### config.mk
export PLATFORM = sky130hd
export DESIGN_NAME = aurora_tx_channel
export DESIGN_NICKNAME = d
export VERILOG_FILES = /design/src/rtl/aurora_pkg.sv /design/src/rtl/aurora_cc_scheduler.sv /design/src/rtl/aurora_tx_channel.sv
export SDC_FILE = /design/constraint.sdc
export NUM_CORES = 1
export LEC_CHECK = 0
export ABC_AREA = 1
export BUFFER_PORTS_ARGS = -buffer_cell sky130_fd_sc_hd__buf_4
export CAP_MARGIN = 10
export CORE_MARGIN = 4
export CORE_UTILIZATION = 52
export CTS_CLUSTER_DIAMETER = 40
export CTS_CLUSTER_SIZE = 28
export DETAILED_ROUTE_END_ITERATION = 10
export PLACE_DENSITY = 0.91
export SLEW_MARGIN = 25
export SYNTH_ARGS = -nofsm -noshare
export SYNTH_HDL_FRONTEND = slang
export SYNTH_SLANG_ARGS = --single-unit
export TNS_END_PERCENT = 20
### constraint.sdc
create_clock -name clk -period 4.3 [get_ports clk]
set_clock_uncertainty 0.2 [all_clocks]
set_input_delay 0.43 -clock clk [delete_from_list [all_inputs] [get_ports clk]]
set_output_delay 0.43 -clock clk [all_outputs]
set_load 0.05 [all_outputs]
### src/rtl/aurora_pkg.sv
// Shared symbol constants, lane word type and FSM encodings for the Aurora
// simplex TX framing layer.
package aurora_pkg;

  localparam logic [7:0] K_IDLE  = 8'hBC;
  localparam logic [7:0] K_ALIGN = 8'h7C;
  localparam logic [7:0] K_R     = 8'h1C;
  localparam logic [7:0] K_CC    = 8'hF7;
  localparam logic [7:0] SCP0    = 8'h5C;
  localparam logic [7:0] SCP1    = 8'hFB;
  localparam logic [7:0] ECP0    = 8'hFD;
  localparam logic [7:0] ECP1    = 8'hFE;

  // ctrl[1] flags data[15:8], the first byte on the wire.
  typedef struct packed {
    logic [1:0]  ctrl;
    logic [15:0] data;
  } lane_word_t;

  typedef enum logic [1:0] {ALIGN, BOND, VERIFY, READY} init_state_t;
  typedef enum logic [1:0] {F_IDLE, F_SCP, F_DATA, F_ECP} frame_state_t;

  function automatic lane_word_t k_pair(input logic [7:0] b0, input logic [7:0] b1);
    return '{ctrl: 2'b11, data: {b0, b1}};
  endfunction

  function automatic lane_word_t init_word(input init_state_t s);
    case (s)
      ALIGN:   return k_pair(K_IDLE, K_R);
      BOND:    return k_pair(K_ALIGN, K_IDLE);
      VERIFY:  return k_pair(K_ALIGN, K_R);
      default: return k_pair(K_IDLE, K_IDLE);
    endcase
  endfunction

endpackage

### src/rtl/aurora_cc_scheduler.sv
// Free-running clock-compensation timer; cc_active is high for CC_LEN cycles
// following every counter wrap.
module aurora_cc_scheduler #(
  parameter int CC_PERIOD = 5000,
  parameter int CC_LEN    = 3
) (
  input  logic clk,
  input  logic rst,
  output logic cc_active
);

  localparam int CW = (CC_PERIOD > 1) ? $clog2(CC_PERIOD) : 1;
  localparam int RW = $clog2(CC_LEN + 1);

  logic [CW-1:0] count;
  logic [RW-1:0] cc_remaining;

  // NOTE: sequential state uses non-blocking assignments so every register
  // samples pre-edge values regardless of block ordering.
  always_ff @(posedge clk or posedge rst) begin
    if (rst) begin
      count        <= '0;
      cc_remaining <= '0;
    end else if (count == CW'(CC_PERIOD - 1)) begin
      count        <= '0;
      cc_remaining <= RW'(CC_LEN);
    end else begin
      count <= count + CW'(1);
      if (cc_remaining != '0) cc_remaining <= cc_remaining - RW'(1);
    end
  end

  assign cc_active = (cc_remaining != '0);

endmodule

### src/rtl/aurora_tx_channel.sv
// Simplex Aurora TX channel: init sequencing, SCP/ECP framing, lane striping
// and CC insertion, with one registered lane word per lane.
module aurora_tx_channel
  import aurora_pkg::*;
#(
  parameter int LANES     = 4,
  parameter int CC_PERIOD = 5000,
  parameter int CC_LEN    = 3
) (
  input  logic                 clk,
  input  logic                 rst,
  input  logic                 s_axis_tvalid,
  output logic                 s_axis_tready,
  input  logic                 s_axis_tlast,
  input  logic [16*LANES-1:0]  s_axis_tdata,
  input  logic                 simplex_aligned,
  input  logic                 simplex_bonded,
  input  logic                 simplex_verified,
  input  logic                 simplex_reset,
  output logic [2*LANES-1:0]   lane_ctrl,
  output logic [16*LANES-1:0]  lane_data,
  output logic                 channel_up
);

  init_state_t  init_state, init_next;
  frame_state_t frame_state, frame_next;
  lane_word_t   lane_q [LANES];
  lane_word_t   lane_d [LANES];
  logic         cc_active;
  logic         accept;

  aurora_cc_scheduler #(
    .CC_PERIOD (CC_PERIOD),
    .CC_LEN    (CC_LEN)
  ) u_cc (
    .clk       (clk),
    .rst       (rst),
    .cc_active (cc_active)
  );

  // Built from registered state only, so tvalid never reaches tready.
  assign s_axis_tready = (init_state == READY) && (frame_state == F_DATA) && !cc_active;
  assign channel_up    = (init_state == READY);
  assign accept        = s_axis_tvalid && s_axis_tready;

  // NOTE: every always_comb output gets a default first, so no path can
  // leave it unassigned and infer a latch.
  always_comb begin
    init_next = init_state;
    if (simplex_reset) begin
      init_next = ALIGN;
    end else begin
      case (init_state)
        ALIGN:  if (simplex_aligned) begin
                  if (LANES == 1) init_next = VERIFY;
                  else            init_next = BOND;
                end
        BOND:   if (simplex_bonded)   init_next = VERIFY;
        VERIFY: if (simplex_verified) init_next = READY;
        default: ;
      endcase
    end
  end

  always_comb begin
    frame_next = frame_state;
    for (int i = 0; i < LANES; i++) lane_d[i] = k_pair(K_IDLE, K_IDLE);

    if (init_state != READY || init_next != READY) begin
      // Leaving or not yet in READY: any open frame is dropped without ECP.
      frame_next = F_IDLE;
      for (int i = 0; i < LANES; i++) lane_d[i] = init_word(init_next);
    end else if (!cc_active) begin
      case (frame_state)
        F_IDLE: if (s_axis_tvalid) frame_next = F_SCP;
        F_SCP: begin
          lane_d[0]  = k_pair(SCP0, SCP1);
          frame_next = F_DATA;
        end
        F_DATA: if (accept) begin
          for (int i = 0; i < LANES; i++)
            lane_d[i] = '{ctrl: 2'b00, data: s_axis_tdata[16*i +: 16]};
          if (s_axis_tlast) frame_next = F_ECP;
        end
        F_ECP: begin
          lane_d[0]  = k_pair(ECP0, ECP1);
          frame_next = F_IDLE;
        end
        default: frame_next = F_IDLE;
      endcase
    end

    // CC overrides whatever the framing logic chose; the frame FSM holds.
    if (cc_active)
      for (int i = 0; i < LANES; i++) lane_d[i] = k_pair(K_CC, K_CC);
  end

  // NOTE: the lane output array is a handful of flops, not a RAM, so it is
  // reset like any other register to put /K/ /K/ on the wire.
  always_ff @(posedge clk or posedge rst) begin
    if (rst) begin
      init_state  <= ALIGN;
      frame_state <= F_IDLE;
      for (int i = 0; i < LANES; i++) lane_q[i] <= k_pair(K_IDLE, K_IDLE);
    end else begin
      init_state  <= init_next;
      frame_state <= frame_next;
      lane_q      <= lane_d;
    end
  end

  for (genvar g = 0; g < LANES; g++) begin : g_lane_out
    assign lane_ctrl[2*g +: 2]  = lane_q[g].ctrl;
    assign lane_data[16*g +: 16] = lane_q[g].data;
  end

endmodule
* After elaboration in Yosys (flattened, before gate mapping)
Cells that the tools add are included.
** Word-level totals
- Register bits :: 91
- Input port bits :: 72
- Output and inout port bits :: 74
- Word-level logic and storage cells :: 60
** Cells by class
- $add $sub $neg :: 2
- Eq/ne operators :: 15
- Muxes and demuxes :: 20
- Reduce and logical (&&, ||, !) cells :: 11
** Operators by type and width (number)
- 72-bit two-way mux :: 3
- 54-bit two-way mux :: 1
- 18-bit case mux with 3 select lines :: 1
- 16-bit case mux with 3 select lines :: 1
- 2-bit two-way mux :: 11
- 13-bit by 1-bit adder with 13-bit output (second input constant) :: 1
- 13-bit == test (second input constant) :: 1
- 13-bit two-way mux :: 1
- 2-bit == test (second input constant) :: 5
- 2-bit case mux with 4 select lines :: 1
- 2-bit by 1-bit == test with 1-bit output (second input constant) :: 3
- 2-bit logical NOT :: 3
- 3-bit by 2-bit != test with 1-bit output (second input constant) :: 2
- 2-bit case mux with 3 select lines :: 1
- 2-bit != test (second input constant) :: 2
- 4-bit AND reduction :: 1
- 2-bit nonzero test :: 2
- 1-bit logical AND :: 3
- 3-bit != test (second input constant) :: 1
- 2-bit by 1-bit != test with 1-bit output (second input constant) :: 1
- 2-bit by 1-bit subtractor with 2-bit output (second input constant) :: 1
- 1-bit logical NOT :: 1
- 1-bit logical OR :: 1

* Longest topological paths before layout
Gate-level depths: netlist of the first run.
- Depth after elaboration :: 8
- Gate-level depth with buffers :: 12
- Mapped depth without buffers :: 11

* Cells and area by module
From an unflattened synthesis of the first run, not the netlist that was laid out.
** Second synthesis, totals
- Cells, all modules :: 392
- Area total of the unflattened synthesis :: 3669.8 µm²
** By module, submodules not included
- aurora_tx_channel :: instances 1, cells an instance 277, area each 2829.0 µm², sequential area each 1804.2 µm²
- aurora_cc_scheduler :: instances 1, cells an instance 115, area each 840.8 µm², sequential area each 375.4 µm²

* Worst setup path after synthesis of the first run
No wires, ideal clock.
- Path kind :: flip-flop to flip-flop
- Start :: register frame_state[0]
- End :: register lane_q (netlist bit lane_data[10])
- Arrival :: 1802 ps
- Data required time :: 4021 ps
- Slack :: 2219 ps
- Stages on the path, launching flop included :: 12
- Clock period less this slack :: 2081 ps
- Path through :: dfrtp_1 -> inv_1 -> ha_1 -> nand2_2 -> nor2_4 -> nand2_4 -> nand2_2 -> nand2_2 -> nand2_2 -> nand2_2 -> nor2_4 -> nand2_1
** RTL lines
- start, declared :: RTL line aurora_tx_channel.sv:26 : frame_state_t frame_state, frame_next;
- start signal, assigned :: RTL line aurora_tx_channel.sv:107 : frame_state <= frame_next;
- end signal, assigned :: RTL line aurora_tx_channel.sv:108 : lane_q <= lane_d;
- end, declared :: RTL line aurora_tx_channel.sv:27 : lane_word_t lane_q [LANES];

==> results of run 1 <==
-- layout by cell type (no fill, tap or decap), types with 4 or more instances in the layout --
cell type | Yosys | routed
clkbuf_8 | 0 | 9
nand2_1 | 98 | 98
dfrtp_1 | 43 | 43
a21oi_1 | 5 | 5
ha_1 | 7 | 7
buf_4 | 6 | 147
nand3_1 | 26 | 26
o21ai_1 | 4 | 4
dfstp_2 | 42 | 42
xor2_1 | 6 | 6
or2_1 | 15 | 15
inv_1 | 52 | 51
o21ai_0 | 24 | 24
nor2_1 | 17 | 17
nor3_1 | 7 | 7
nand2_2 | 5 | 5
-- per-layer routing --
layer	vias up	wire [um]	track usage
met5	-	0	0
met4	0	370	0.124
met3	31	630	0.0427
met2	167	5270	0.428
met1	1517	3440	0.260
li1	1461	-	-
-- stage by stage --
stage               area, um2   util  setup WS, ns  total power [uW]
floorplan                3640      -          1.55               971
global placement         4750  0.700          1.86              1070
detailed placement       4750  0.700          1.66              1070
CTS                      4980  0.732          1.77              1690
global route             4980  0.733          1.53              1730
finish                   4980  0.733          1.72              1680
-- path summary, 6_finish.rpt --
kind | startpoint | endpoint | slack (ns) | cells after the start
worst max-delay path | init_state[0] | lane_data[6] | 1.72 | 10
worst min-delay path | rst | lane_data[49] | -0.02 | 2
worst max register to register | init_state[0] | lane_data[6] | 1.72 | 10
worst min register to register | u_cc.count[11] | u_cc.count[11] | 0.31 | 1
max in group asynchronous | rst | lane_data[61] | 3.04 | 3
min in group clk | simplex_reset | init_state[1] | 0.04 | 2
-- report_power, final --
part / total [uW] / internal [uW] / switching [uW]
clock: 625 / 332 / 293
sequential: 843 / 834 / 8.89
combinational: 215 / 79.4 / 136
total: 1680 / 1250 / 437
-- registers in the layout, indices dropped and copies added (netlist names) --
register and flops:
u_cc.count 13, u_cc.cc_remaining 2, frame_state 2, lane_data 64
lane_ctrl 2, init_state 2
-- critical path, stage by stage, from the launching register on --
cell	delay, ns
dfrtp_1	0.42
nand2_1	0.09
o21ai_0	0.09
nand2_1	0.07
nand3_1	0.08
inv_1	0.09
ha_1	0.16
nand2_1	0.16
inv_1	0.53
o21ai_0	0.36
o21ai_0	0.26
-- cell type report --
| type | instances | area [um2] |
|---|---|---|
| Clock inverter | 6 | 93.8 |
| Inverter | 54 | 205 |
| Multi-Input combinational cell | 228 | 1150 |
| Tap cell | 96 | 120 |
| Clock buffer | 10 | 128 |
| Fill cell | 449 | 1820 |
| Timing Repair Buffer | 147 | 1100 |
| Sequential cell | 85 | 2180 |
-- kinds of logic (layout without fill, tap and decap cells) --
family / after synthesis / after routing / share of synthesized area
flops: 85 / 85 / 0.598
fa+ha+maj: 7 / 7 / 0.0240
buf+inv: 71 / 217 / 0.0869
compound gates: 36 / 36 / 0.0515
xor+xnor: 6 / 6 / 0.0144
simple gates: 179 / 179 / 0.225
==> metrics.txt, run 1 <==
status=finished, violations left; failing checks=negative hold slack; largest area contributor in the netlist=dfstp_2; Post-CTS Hold Buffers=0; number of synthesized flops with an enable pin=0; Synth Instances=384; vias in the first global route=3195; sequential area share after synthesis=0.598; main area contributors after synthesis=dfstp_2 (30%), dfrtp_1 (30%), nand2_1 (10%); Min Hold Slack=-0.0229 ns; worst-margin pin slew=0.673 ns; clk sinks=85; hold crit path type=primary input to asynchronous set/reset pin; Post-Syn Nets=463; PwrDens=338 nW/um2; element type at the critical path end=flop; Initial Utilization=0.536; Final Hold Viols=16; layout cells sized above 1=0.409; initial antenna violation count=0; Critical Path RT=4.38 ns; Max VDD drop=0.192 mV; synthesized flop and latch total=85; Finished Layout Cells=626; Tmin final=2.58 ns; Placer Congestion=0.887; routed len/inst=15.5 um; Synth top cells by count=nand2_1 (98), inv_1 (52), dfrtp_1 (43); Slew Limit Fails=0; most frequent cell after synthesis=nand2_1; CTS root buf=clkbuf_8; I/O Buffers=145; asr flop ratio synth=1.00; Cell variety after synth=28; Avg Cell Area, Syn=9.49 um2; Arr. time, crit path=2.66 ns; setup repair after global routing missed its margin=false; # IOs=146; DR iter-0 viols=234; die area=8410 um2; row cnt=30; Post-CTS Setup Repair Bufs=0; Synthesis Warnings=0; Die H=91.7 um; CTS tree=done; Nets=604; crit start category=flop; Synth top area share=0.303; gr ovfl total=0; clock buffer count from CTS=9; routed vias/inst=5.07; clock-pin slew on the worst setup and hold paths=0.09 ns; setup TNS=0 ns; largest net degree at the start of global routing=58; Worst slew margin=0.547; Die X=91.7 um; HPWL after detailed placement=7.12 mm; Max-Cap Viols=0; Clock Latency Late Sink=0.35 ns; router iterations before antenna repair=5; Max Clock Freq=387 MHz; CP max FO=24; Setup-failing EPs final=0; Crit Path Class=flop to flop; first-pass GRT wire length=15.4 mm; final period utilization=0.601; top_reg_cell synth=dfrtp_1; post-route ant nets=0; GR Util All Layers=0.235; Placed Cells=610; post_cts resized=0; Routed WL=9.72 mm; DRC=0; Layout area overhead=36.6%; H-tree depth=3; LEAKAGE=0.00261 uW; total number of vias=3176; Longest Clk Path Bufs=2; antenna cells=0; core area=6790 um2; area of the mapped netlist=3640 um2
(Power assumes the default switching activity.)
==> inputs of run 2 (changes only) <==
CORE_UTILIZATION = 48   (was 52)
PLACE_DENSITY = 0.85   (was 0.91)
clock period = 2.7 ns   (was 4.3 ns; I/O delays follow)
==> metrics.txt, run 2 (synthesis results as in run 1) <==
# IOs=146; final period utilization=0.882; router iterations before antenna repair=5; Finished Layout Cells=684; initial antenna violation count=0; cell internal pwr=1850 uW; DRC=0; Arr. time, crit path=2.47 ns; most frequent CP cell=nand2_1; largest net degree at the start of global routing=47; setup repair after global routing missed its margin=false; LEAKAGE=0.00281 uW; CP Cell Sequence=nand2_1, nand2_1, nand3_1, inv_1, ha_1, nand2_1, inv_1, o21ai_0, inv_1, nand2_1; Layout area overhead=50.8%; commonest non-fill, non-tap cell in the layout=buf_4; first-pass GRT wire length=17.3 mm; Initial Utilization=0.497; net switching power=730 uW; WHS Path Cells=3; setup TNS=0 ns; Critical Path RT=2.79 ns; Clk pwr share=0.319; PwrDens=469 nW/um2; Max VDD drop=0.298 mV; CP max FO=15; delay-heaviest family, CP=simple AND/OR/NAND/NOR gates; Tmin final=2.38 ns; DR iter-0 viols=217; clk sinks=85; routed len/inst=16.0 um; layout cells sized above 1=0.373; crit start category=flop; Crit Path Class=flop to flop; Bufs and invs on worst path=3; Die H=95.1 um; H-tree depth=3; clock buffer count from CTS=9; Die X=95.1 um; row cnt=31; Post-CTS Setup Repair Bufs=0; Clock Latency Late Sink=0.35 ns; total number of vias=3365; Crit path depth=10; Max Clock Freq=420 MHz; max FFs per register=64; CTS tree=done; Worst slew margin=0.447; Routed WL=10.9 mm; clock-pin slew on the worst setup and hold paths=0.08 ns; Placed Cells=614; die area=9050 um2; most frequent cells in the layout=buf_4 (147), nand2_1 (98), dlygate4sd3_1 (54); gr ovfl total=0; status=finished, final reports clean; Longest Clk Path Bufs=2; I/O Buffers=145; Setup-failing EPs final=0; combinational share of power=0.160; R2R depth=10; vias in the first global route=3545; Max stage delay on crit path=0.41 ns; Worst path slowest cell=dfrtp_1; antenna cells=0; Slew Limit Fails=0; CTS root buf=clkbuf_8; HPWL after detailed placement=6.93 mm; Post-CTS Hold Buffers=54; core area=7330 um2; Placer Congestion=0.962; post-route ant nets=0; worst-margin pin slew=0.822 ns; Final Hold Viols=0; hold crit path type=primary input to flop; GR Util All Layers=0.251; post_cts resized=0; Max-Cap Viols=0; element type at the critical path end=flop; sw frac=0.283; routed vias/inst=4.92; Nets=659; Reg power frac=0.522
## run 2: cell count changes in the layout (fill, tap and decap cells not counted), sizes merged
cell         change
buf              +1
bufinv           -2
clkinvlp         +3
dlygate4sd3     +54
inv              -1
## run 2: power by group through the flow
| stage | sequential [uW] | clock, uW | combinational [uW] |
|---|---|---|---|
| 5_1_grt | 1350 | 901 | 438 |
| 2_1_floorplan | 1490 | 0 | 56.5 |
| 3_3_place_gp | 1370 | 0 | 342 |
| 3_5_place_dp | 1370 | 0 | 345 |
| 4_1_cts | 1340 | 819 | 410 |
| 6_report | 1340 | 822 | 411 |
## run 2: path summary, 6_finish.rpt
kind	startpoint	slack [ns]	endpoint
setup / recovery	init_state[1]	0.32	lane_data[5]
hold / removal	s_axis_tdata[63]	0.01	lane_data[63]
setup reg to reg	init_state[1]	0.32	lane_data[5]
hold reg to reg	u_cc.cc_remaining[0]	0.30	u_cc.cc_remaining[0]
max in group asynchronous	rst	1.22	lane_data[27]
min in group asynchronous	rst	0.37	u_cc.count[12]
## run 2: area by class of cell
class	instances	area, um2
Tap cell	99	124
Clock inverter	6	47.5
Inverter	54	204
Timing Repair Buffer	202	1660
Clock buffer	10	128
Sequential cell	85	2180
Multi-Input combinational cell	228	1150
Fill cell	459	1840
## run 2: through the flow
step                total power (uW)  cell area (um2)   util  worst slack (ns)  hold WS (ns)
global route                    2690             5490  0.749            0.0974        0.0279
CTS                             2570             5490  0.749             0.367      0.000973
detailed placement              1710             4780  0.652             0.414         0.202
floorplan                       1550             3640      -             0.106         0.148
global placement                1710             4780  0.652             0.414         0.192
finish                          2580             5490  0.749             0.320        0.0104
## run 2: worst reg2reg max path, stage by stage (launching register included)
cell	delay [ns]
dfrtp_1	0.41
nand2_1	0.19
nand2_1	0.09
nand3_1	0.09
inv_1	0.06
ha_1	0.20
nand2_1	0.20
inv_1	0.27
o21ai_0	0.31
inv_1	0.20
nand2_1	0.11
## run 2: routing by layer
metal,GRT usage,wire length [um],up-vias
met3,0.0631,818,39
met1,0.290,4050,1578
met4,0.103,349,0
li1,-,-,1571
met2,0.443,5740,177
met5,0,0,-
==> inputs of run 3 (changes only) <==
ABC_AREA = default   (was 1)
PLACE_DENSITY = 0.86   (was 0.85)
==> metrics.txt, run 3 <==
status=finished, final reports clean; Final Hold Viols=0; Longest Clk Path Bufs=2; Avg Cell Area, Syn=11.4 um2; Slew Limit Fails=0; main area contributors after synthesis=dfstp_2 (31%), dfrtp_1 (30%), nand2_1 (6.2%); synthesized flop and latch total=85; total number of vias=3222; row cnt=31; DR iter-0 viols=198; layout cells sized above 1=0.434; Post-Syn Nets=389; Synth top cells by count=nand2_1 (58), dfrtp_1 (43), dfstp_2 (42); Worst slew margin=0.613; clk sinks=85; CTS root buf=clkbuf_8; Synth Instances=310; Layout area overhead=55.8%; largest family of logic cells by synthesized area=simple AND/OR/NAND/NOR gates; CTS tree=done; Critical Path RT=2.76 ns; largest net degree at the start of global routing=35; # IOs=146; most frequent cells in the layout=buf_4 (151), dlygate4sd3_1 (62), nand2_1 (58); antenna cells=0; DRC=0; Synthesis Warnings=0; post_cts resized=0; Clock Latency Late Sink=0.37 ns; max FFs per register=64; Synth Area in Simple Gates=0.186; LEAKAGE=0.00267 uW; Die X=93.8 um; clock buffer count from CTS=9; Tmin final=2.55 ns; Max VDD drop=0.281 mV; Die H=93.8 um; Setup-failing EPs final=0; area of the mapped netlist=3540 um2; hold crit path type=primary input to flop; Place WS=0.225 ns; Crit Path Class=flop to flop; most frequent cell after synthesis=nand2_1; HPWL after detailed placement=6.71 mm; final period utilization=0.943; Initial Utilization=0.490; gr ovfl total=0; H-tree depth=3; setup repair after global routing missed its margin=false; XOR/XNOR Fraction of Synth Area=0.0248; top_reg_cell synth=dfrtp_1; Post-CTS Setup Repair Bufs=0; Arr. time, crit path=2.61 ns; Nets=593; setup TNS=0 ns; clock-pin slew on the worst setup and hold paths=0.10 ns; Max-Cap Viols=0; Routed WL=11.7 mm; largest area contributor in the netlist=dfstp_2; sequential area share after synthesis=0.616; router iterations before antenna repair=5; commonest non-fill, non-tap cell in the layout=buf_4; dpl cell area=4690 um2; multiplexer share of the synthesized area=0.0117; post-route cell area=5510 um2; Cell variety after synth=49; I/O Buffers=145; routed len/inst=18.9 um; Setup WS post-layout=0.154 ns; vias in the first global route=3327; post-route ant nets=0; die area=8800 um2; asr flop ratio synth=1.00; initial antenna violation count=0; Max Clock Freq=393 MHz; number of synthesized flops with an enable pin=0; crit start category=flop; Synth top area share=0.312; first-pass GRT wire length=17.5 mm; CP max FO=9; Post-CTS Hold Buffers=62; worst-margin pin slew=0.580 ns; routed vias/inst=5.21; element type at the critical path end=flop; Synth Area in Compound Gates=0.0909; Placer Congestion=0.807; core area=7210 um2; PwrDens=484 nW/um2; Synth Area in Adders=0.0248; GR Util All Layers=0.268
-- run 3: cell families after synthesis --
logic type	Yosys count
muxes	4
DFF	85
buffers and inverters	30
and+or+nand+nor	127
adders and majority gates	7
xor gates and xnor gates	10
AOI/OAI and AO/OA	47
-- run 3: layout make-up --
type / count / area [um2]
sequential: 85 / 2180
timing repair buffer: 214 / 1770
fill: 419 / 1700
multi-input combinational: 195 / 1200
clock buffer: 9 / 124
tap: 99 / 124
clock inverter: 7 / 76.3
inverter: 9 / 35.0
-- run 3: stage by stage --
stage | total power (uW) | utilization | cells | hold slack (ns)
2_1_floorplan | 1540 | - | 310 | 0.151
3_3_place_gp | 1690 | 0.650 | 540 | 0.150
3_5_place_dp | 1700 | 0.650 | 540 | 0.148
4_1_cts | 2660 | 0.764 | 618 | 0.00255
5_1_grt | 2770 | 0.764 | 618 | 0.0173
6_report | 2670 | 0.764 | 618 | 0.0178
-- run 3: final timing paths --
kind	slack, ns	endpoint	startpoint	cells past startpoint
max	0.15	lane_data[6]	init_state[1]	8
min in group asynchronous	0.31	lane_data[30]	rst	3
max in group asynchronous	1.25	lane_data[35]	rst	4
max reg2reg	0.15	lane_data[6]	init_state[1]	8
min	0.02	lane_data[63]	s_axis_tdata[63]	3
min reg2reg	0.26	u_cc.count[0]	u_cc.count[0]	1
-- run 3: critical path, cell delays in order, from the launching register on --
cell and delay, ns:
dfrtp_1 0.52, mux2_2 0.39, o22ai_1 0.21, nor2_1 0.09
ha_1 0.24, and3_1 0.27, nand2_1 0.20, o21ai_0 0.16
a21o_1 0.17
-- run 3: metal layers --
layer	vias to the layer above	part of all wire	track usage
met2	164	0.53	0.461
met5	-	0	0
met1	1580	0.36	0.310
met4	0	0.041	0.149
li1	1438	-	-
met3	40	0.067	0.0561
-- run 3: where the power goes --
part	internal [uW]	switching, uW
clock	368	541
sequential	1320	15.1
combinational	191	227
